--- src/rtl/pf_mem_req_queue.sv ---
// rtl/pf_mem_req_queue.sv - in-order prefetch request queue with L2/L3 issue ports and shared credit limit
// Optional build macro: PF_MEM_REQ_MERGE_EN (merge a request identical to the most recently written entry)
module pf_mem_req_queue #(
    parameter int DEPTH     = 4,
    parameter int ADDR_W    = 8,
    parameter int MAX_OUTST = 3
) (
    input  logic              clk,
    input  logic              rst,
    input  logic              req_v_i,
    input  logic              req_l2_i,
    input  logic              req_l3_i,
    input  logic [ADDR_W-1:0] req_addr_i,
    output logic              req_rdy_o,
    output logic              l2_req_v_o,
    output logic [ADDR_W-1:0] l2_req_addr_o,
    input  logic              l2_req_rdy_i,
    output logic              l3_req_v_o,
    output logic [ADDR_W-1:0] l3_req_addr_o,
    input  logic              l3_req_rdy_i,
    input  logic              l2_rsp_v_i,
    input  logic              l3_rsp_v_i,
    output logic              full_o,
    output logic              empty_o,
    output logic [2:0]        outst_o,
    output logic              err_o
);

    localparam int PW = $clog2(DEPTH);
    localparam int CW = PW + 1;

    typedef enum logic [1:0] {
        S_IDLE,
        S_ISSUE,
        S_WAIT_CREDIT
    } state_t;

    // Each entry is {lvl, addr}; lvl=1 selects the L3 port.
    logic [ADDR_W:0] mem [DEPTH];
    logic [PW-1:0]   wptr;
    logic [PW-1:0]   rptr;
    logic [CW-1:0]   count;
    logic [CW-1:0]   count_nxt;
    logic [2:0]      outst;
    logic [2:0]      outst_nxt;
    logic [3:0]      outst_sum;
    logic [1:0]      rsp_cnt;
    logic            underflow;
    logic            err;
    state_t          state;

    logic [ADDR_W:0] head;
    logic [ADDR_W:0] req_entry;
    logic            issue;
    logic            accept;
    logic            merge;
    logic            enq;
    logic            deq;

    assign full_o    = (count == CW'(DEPTH));
    assign empty_o   = (count == '0);
    assign req_rdy_o = ~full_o;
    assign outst_o   = outst;
    assign err_o     = err;

    assign head          = mem[rptr];
    assign l2_req_addr_o = head[ADDR_W-1:0];
    assign l3_req_addr_o = head[ADDR_W-1:0];

    // Valids come straight from the registered state; reset masks them so nothing issues while rst is high.
    assign issue      = (state == S_ISSUE) & ~rst;
    assign l2_req_v_o = issue & ~head[ADDR_W];
    assign l3_req_v_o = issue & head[ADDR_W];
    assign deq        = (l2_req_v_o & l2_req_rdy_i) | (l3_req_v_o & l3_req_rdy_i);

    // L3 wins when both level bits are set; a request with neither bit is an L1 hit and is dropped.
    assign req_entry = {req_l3_i, req_addr_i};
    assign accept    = req_v_i & req_rdy_o & (req_l2_i | req_l3_i);

`ifdef PF_MEM_REQ_MERGE_EN
    logic [ADDR_W:0] last_entry;
    assign last_entry = mem[wptr - PW'(1)];
    // The last written entry is only leaving this cycle when it is also the head.
    assign merge = ~empty_o & (req_entry == last_entry) & ~(deq & (count == CW'(1)));
`else
    assign merge = 1'b0;
`endif

    assign enq = accept & ~merge;

    // Next-state occupancy and credit count; issue and responses net out, saturating at zero.
    always_comb begin
        count_nxt = count;
        rsp_cnt   = 2'b00;
        outst_sum = 4'd0;
        underflow = 1'b0;
        outst_nxt = outst;
        count_nxt = count + {{(CW-1){1'b0}}, enq} - {{(CW-1){1'b0}}, deq};
        rsp_cnt   = {1'b0, l2_rsp_v_i} + {1'b0, l3_rsp_v_i};
        outst_sum = {1'b0, outst} + {3'b000, deq};
        underflow = (outst_sum < {2'b00, rsp_cnt});
        outst_nxt = underflow ? 3'd0 : 3'(outst_sum - {2'b00, rsp_cnt});
    end

    // Entry storage; no reset needed since count gates every read.
    always_ff @(posedge clk) begin
        if (!rst && enq) begin
            mem[wptr] <= req_entry;
        end
    end

    // Pointers, occupancy, credit counter and sticky error.
    always_ff @(posedge clk) begin
        if (rst) begin
            wptr  <= '0;
            rptr  <= '0;
            count <= '0;
            outst <= 3'd0;
            err   <= 1'b0;
        end else begin
            if (enq) begin
                wptr <= wptr + PW'(1);
            end
            if (deq) begin
                rptr <= rptr + PW'(1);
            end
            count <= count_nxt;
            outst <= outst_nxt;
            if (underflow) begin
                err <= 1'b1;
            end
        end
    end

    // Issue FSM; decisions look at next-cycle count and credits so a same-cycle response keeps issue going.
    always_ff @(posedge clk) begin
        if (rst) begin
            state <= S_IDLE;
        end else begin
            case (state)
                S_IDLE: begin
                    if (count_nxt != '0) begin
                        state <= (outst_nxt < 3'(MAX_OUTST)) ? S_ISSUE : S_WAIT_CREDIT;
                    end
                end
                S_ISSUE: begin
                    if (deq) begin
                        if (count_nxt == '0) begin
                            state <= S_IDLE;
                        end else if (outst_nxt >= 3'(MAX_OUTST)) begin
                            state <= S_WAIT_CREDIT;
                        end
                    end
                end
                S_WAIT_CREDIT: begin
                    if (outst_nxt < 3'(MAX_OUTST)) begin
                        state <= (count_nxt != '0) ? S_ISSUE : S_IDLE;
                    end
                end
                default: state <= S_IDLE;
            endcase
        end
    end

endmodule

--- config.mk ---
export PLATFORM = sky130hd
export DESIGN_NAME = pf_mem_req_queue
export DESIGN_NICKNAME = d
export VERILOG_FILES = /design/src/rtl/pf_mem_req_queue.sv
export SDC_FILE = /design/constraint.sdc
export NUM_CORES = 1
export LEC_CHECK = 0
export CORE_ASPECT_RATIO = 0.6
export CORE_MARGIN = 2
export CORE_UTILIZATION = 51
export DETAILED_ROUTE_END_ITERATION = 12
export GPL_ROUTABILITY_DRIVEN = 0
export GPL_TIMING_DRIVEN = 0
export PLACE_DENSITY_LB_ADDON = 0.15
export SLEW_MARGIN = 5
export SYNTH_ARGS = -nofsm -noshare
export SYNTH_HDL_FRONTEND = slang
export SYNTH_SLANG_ARGS = --single-unit
export TNS_END_PERCENT = 100
--- constraint.sdc ---
create_clock -name clk -period 4 [get_ports clk]
set_input_delay 0.8 -clock clk [delete_from_list [all_inputs] [get_ports clk]]
set_output_delay 0.8 -clock clk [all_outputs]
set_load 0.02 [all_outputs]
==> flow_summary.yaml, run 1 <==
outcome:
  status: "finished clean"
layout:
  regArea_um2: 1380
  multiInputGateArea_um2: 752
  fin_util_pct: 68.1
  fillers: 305
  area_growth_pct: 26.1
  stdcell_count: 252
  nNetsFinal: 220
  num_antenna_cells: 0
  layout-drive-gt1-share_pct: 13.5
cts:
  tritoncts: "built"
  cts_resized: 0
  cts.sinks: 51
  clk_pin_slew_ns: 0.09
  clk-insertion-delay-late_ns: 0.31
  postCtsSetupRepairBufs: 0
  cts-buffers-inserted: 5
  cts_root_buf: "clkbuf_8"
  cts_hold_buf: 0
  cts_htree_levels: 2
  clk_path_buf_depth: 2
synthesis:
  yosysTopAreaCell: "edfxtp_1"
  synthTopCellsByCount: "36 x edfxtp_1, 15 x dfxtp_1, 10 x ha_1, 10 x nor2_1, 9 x inv_1"
  synth.most_common_cell: "edfxtp_1"
  synthesis.area_um2: 2250
  synthTopCellsByArea: "edfxtp_1 48%, dfxtp_1 13%, mux4_1 9.3%, ha_1 5.6%, buf_4 2.7%"
  syn-instance-count: 144
  synth_edf_count: 36
  synth-seq-area-share_pct: 61.4
  async_reset_ff_share_pct: 0
  ys.warnings.count: 0
  syn_avg_cell_area_um2: 15.6
  ys_ff_latch: 51
  syn_nets: 173
  yosys.area.top_type_share_pct: 48.0
  synthDistinctLibCells: 41
  synth-main-ff-cell: "edfxtp_1"
sta:
  max_freq_ghz: 0.280
  finalSetupViolCount: 0
  rsz0062_at_grt: "false"
  slew_headroom_pct: 66.6
  period_needed_ns: 3.58
  hold_viol_final: 0
  finalClockSkew_ns: 0.00738
  whs_ns: 0.485
  finalMaxSlewViolations: 0
  worst_pin_slew_ns: 0.495
  fin_tns_setup_ns: 0
  fin_crit_sh_pct: 89.4
die:
  die_w_um: 89.8
  die_h_um: 55.5
  num_io_pins: 42
  start_util_pct: 54.0
  fp.dieArea_um2: 4980
  rows: 18
  core_area_um2: 4170
run:
  drv_cap: 0
power_and_ir_drop:
  leakagePower_nw: 1.05
  power_mw: 1.48
  ir_worst_vdd_v: 0.000261
  power.density_nw_per_um2: 523
worst_setup_path:
  crit_path_start: "l3_req_rdy_i"
  critical_path.startpoint_type: "input port"
  crit_required_ns: 4.26
  arrival_ns: 3.84
  path_max_fanout: 5
  critPathKind: "input port to flop"
  end_kind: "flop"
  rr_worst_depth: 11
grt:
  grt_antenna_before_repair: 0
  track_usage_pct: 17.5
  grt_max_degree: 17
  first_global_vias: 1349
  grt-ovfl-total: 0
  grt_pass1_wl_mm: 6.54
hold_path:
  hold_path_startpoint: "err_o"
  hold_depth: 1
  hp-class: "flop to flop"
place:
  dpl.cell_count: 244
  post-dp-hpwl_mm: 3.08
  portBuffers: 40
routing:
  drt-initial-drc-count: 51
  drtAntennaViolNets: 0
  wl_per_cell_um: 16.3
  drtPass1Iterations: 4
  drc: 0
  vias_per_cell: 5.23
  wl_mm: 4.10
  num_vias: 1317
critical path: stages:
cell	delay (ns)
clkdlybuf4s50_1	0.49
nor4bb_1	0.49
mux2i_4	0.19
inv_1	0.15
ha_1	0.23
ha_1	0.25
inv_1	0.08
fa_1	0.41
or3_1	0.39
a31oi_1	0.20
o211a_1	0.16
layout make-up:
| cell class | instances | share of cell area (%) |
|---|---|---|
| sequential | 51 | 48.7 |
| multi-input combinational | 72 | 26.5 |
| timing repair buffer | 40 | 14.1 |
| buffer | 12 | 2.95 |
| tap | 60 | 2.65 |
| clock buffer | 5 | 2.43 |
| clock inverter | 3 | 1.50 |
| inverter | 9 | 1.19 |
cell families after synthesis:
group                      share of synthesized area [%]
AOI/OAI and AO/OA                                   3.95
xor gates and xnor gates                            1.78
adders and majority gates                           7.34
buffers and inverters                               5.22
DFF                                                 61.4
muxes                                               11.8
and+or+nand+nor                                     8.56
worst paths after layout:
check	to	slack (ns)
setup / recovery	state[1]	0.42
hold / removal	err_o	0.48
setup reg to reg	state[1]	0.59
hold reg to reg	err_o	0.48
registers in the layout (all words and copies together), names as in the netlist, named ones only:
name and count:
count 3, mem 36, outst_o 3, rptr 2, err_o 1, wptr 2
state 2
through the flow:
stage                     instance area (um^2)  worst slack [ns]
final                                     2840             0.424
after floorplan                           2250             0.759
after CTS                                 2840             0.472
after detailed placement                  2730             0.159
after global routing                      2840             0.313
after global placement                    2730             0.289
power by group:
group / internal, mW / total [mW] / switching, mW / leakage, nW
Clock: 0.187 / 0.358 / 0.171 / 0.0562
Sequential: 0.613 / 0.647 / 0.0343 / 0.449
Combinational: 0.243 / 0.479 / 0.235 / 0.547
Total: 1.04 / 1.48 / 0.441 / 1.05
per-layer routing:
metal	wire length (um)	vias up	GRT usage, %
met5	0	-	0
met4	60	0	7.25
met3	182	6	4.77
met2	1980	26	28.6
met1	1870	660	22.6
li1	-	625	-
placed cells by master, fill, tap and decap left out, types with 2 or more instances in the layout:
cell	count
nor4bb_1	2
nand2_1	3
edfxtp_1	36
dfxtp_1	15
clkbuf_8	5
buf_4	8
a21oi_1	2
xnor2_1	2
nor3_1	3
mux4_1	8
inv_1	9
nor2_1	10
or3_1	2
or3b_2	2
clkdlybuf4s50_1	40
fa_1	2
ha_1	10
and2_1	4
o21ai_0	2
Power figures use the tool's default switching activity.
==> inputs of run 2 (changes only) <==
--- a/config.mk
+++ b/config.mk
@@ -12,7 +12,7 @@
 export GPL_ROUTABILITY_DRIVEN = 0
 export GPL_TIMING_DRIVEN = 0
 export PLACE_DENSITY_LB_ADDON = 0.15
-export SLEW_MARGIN = 5
+export SLEW_MARGIN = 20
 export SYNTH_ARGS = -nofsm -noshare
 export SYNTH_HDL_FRONTEND = slang
 export SYNTH_SLANG_ARGS = --single-unit
==> results of run 2 <==
Final layout, timing and power as in run 1 (identical DEF).
==> inputs of run 3 (changes only) <==
--- a/config.mk
+++ b/config.mk
@@ -5,9 +5,11 @@
 export SDC_FILE = /design/constraint.sdc
 export NUM_CORES = 1
 export LEC_CHECK = 0
+export CELL_PAD_IN_SITES_DETAIL_PLACEMENT = 1
+export CELL_PAD_IN_SITES_GLOBAL_PLACEMENT = 1
 export CORE_ASPECT_RATIO = 0.6
 export CORE_MARGIN = 2
-export CORE_UTILIZATION = 51
+export CORE_UTILIZATION = 42
 export DETAILED_ROUTE_END_ITERATION = 12
 export GPL_ROUTABILITY_DRIVEN = 0
 export GPL_TIMING_DRIVEN = 0
==> flow_summary.yaml, run 3 (same netlist as run 1, synthesis figures left out) <==
worst_setup_path:
  r2r-end: "state[1]"
  crit_required_ns: 4.25
  path_max_fanout: 5
  critical_path.startpoint_type: "input port"
  critPathKind: "input port to flop"
  r2r_slack_ns: 0.52
  arrival_ns: 3.81
  crit_path_start: "l2_req_rdy_i"
  end_kind: "flop"
  rr_worst_depth: 11
  crit_end: "state[1]"
cts:
  clk_pin_slew_ns: 0.09
  cts-buffers-inserted: 5
  cts_resized: 0
  cts_root_buf: "clkbuf_8"
  cts_hold_buf: 0
  clk-insertion-delay-late_ns: 0.30
  cts.sinks: 51
  tritoncts: "built"
  clk_path_buf_depth: 2
  cts_htree_levels: 2
  postCtsSetupRepairBufs: 0
die:
  rows: 20
  start_util_pct: 44.1
  die_w_um: 98.5
  die_h_um: 60.7
  num_io_pins: 42
  core_area_um2: 5100
  fp.dieArea_um2: 5980
grt:
  first_global_vias: 1400
  grt_pass1_wl_mm: 7.32
  grt-ovfl-total: 0
  grt_max_degree: 15
  grt_antenna_before_repair: 0
  track_usage_pct: 16.7
layout:
  area_growth_pct: 25.1
  nNetsFinal: 220
  fillers: 509
  final_common_cell: "clkdlybuf4s50_1"
  top_register: "mem"
  layout-drive-gt1-share_pct: 13.0
  multiInputGateArea_um2: 752
  final_cell_area_um2: 2820
  regArea_um2: 1380
  largest_reg_flops: 36
  final_cell_mix: "40 x clkdlybuf4s50_1, 36 x edfxtp_1, 15 x dfxtp_1"
  num_antenna_cells: 0
  fin_util_pct: 55.1
power_and_ir_drop:
  power_mw: 1.41
  pwr-share-seq_pct: 45.9
  intPower_mw: 0.980
  p_sw_share_pct: 30.5
  comb_power_share_pct: 34.4
  power.density_nw_per_um2: 501
  power_switching_mw: 0.430
  leakagePower_nw: 1.04
  power_frac_clock_pct: 19.8
  ir_worst_vdd_v: 0.000236
sta:
  setup_ws_ns: 0.439
  worst_pin_slew_ns: 0.531
  hold_viol_final: 0
  slew_headroom_pct: 64.1
  finalSetupViolCount: 0
  period_needed_ns: 3.56
  fin_tns_setup_ns: 0
  finalClockSkew_ns: 0.00711
  finalMaxSlewViolations: 0
  max_freq_ghz: 0.281
  fin_crit_sh_pct: 89.0
  rsz0062_at_grt: "false"
place:
  portBuffers: 40
  dp_slack_ns: 0.116
  placed_area_um2: 2730
  post-dp-hpwl_mm: 3.42
run:
  drv_cap: 0
routing:
  wl_per_cell_um: 17.6
  drtPass1Iterations: 4
  vias_per_cell: 5.10
  drt-initial-drc-count: 25
  drc: 0
  wl_mm: 4.53
  num_vias: 1316
  drtAntennaViolNets: 0
outcome:
  status: "finished clean"
hold_path:
  hp-class: "flop to flop"
[run 3: changes by cell type in the layout (fill, tap and decap cells not counted)]
cell       previous run  this run
bufinv_16             1         0
clkbuf_1              1         3
clkinv_1              1         0
clkinv_2              0         1
inv_6                 1         0
[run 3: metrics by stage]
stage	hold WS, ns	instances
after CTS	0.498	258
after global placement	0.472	250
final	0.496	258
after global routing	0.535	258
after floorplan	0.469	144
after detailed placement	0.473	250
[run 3: worst min-delay path by stage]
stage                 start     to  slack, ns  cells past startpoint
global route          err_o  err_o       0.53                      1
detailed placement    err_o  err_o       0.47                      1
CTS                   err_o  err_o       0.50                      1
finish                err_o  err_o       0.50                      1
global placement      err_o  err_o       0.47                      1
floorplan           rptr[1]   flop       0.47                      2
[run 3: layout make-up]
cell class                      count  share of cell area [%]
Clock inverter                      1                   0.178
Tap cell                           66                    2.93
Multi-Input combinational cell     72                    26.7
Timing Repair Buffer               40                    14.2
Clock buffer                        7                    2.71
Sequential cell                    51                    49.1
Inverter                            9                    1.20
Buffer                             12                    2.98
[run 3: routing by layer]
layer / track usage [%] / vias to the layer above / part of all wire [%]
li1: - / 630 / -
met1: 21.9 / 658 / 46
met2: 28.4 / 23 / 49
met3: 4.61 / 5 / 3.6
met4: 4.70 / 0 / 0.73
met5: 0 / - / 0
[run 3: power by group through the flow]
stage / Clock [mW] / Sequential [mW] / Combinational, mW
2_1_floorplan: 0 / 0.659 / 0.296
6_report: 0.279 / 0.647 / 0.485
3_5_place_dp: 0 / 0.660 / 0.490
4_1_cts: 0.287 / 0.647 / 0.492
3_3_place_gp: 0 / 0.654 / 0.465
5_1_grt: 0.307 / 0.655 / 0.527
[run 3: worst max-delay path: stages]
cell and delay (ns):
clkdlybuf4s50_1 0.45, nor4bb_1 0.50, mux2i_4 0.19, inv_1 0.15, ha_1 0.22, ha_1 0.25, inv_1 0.08, fa_1 0.42
or3_1 0.40, a31oi_1 0.19, o211a_1 0.16
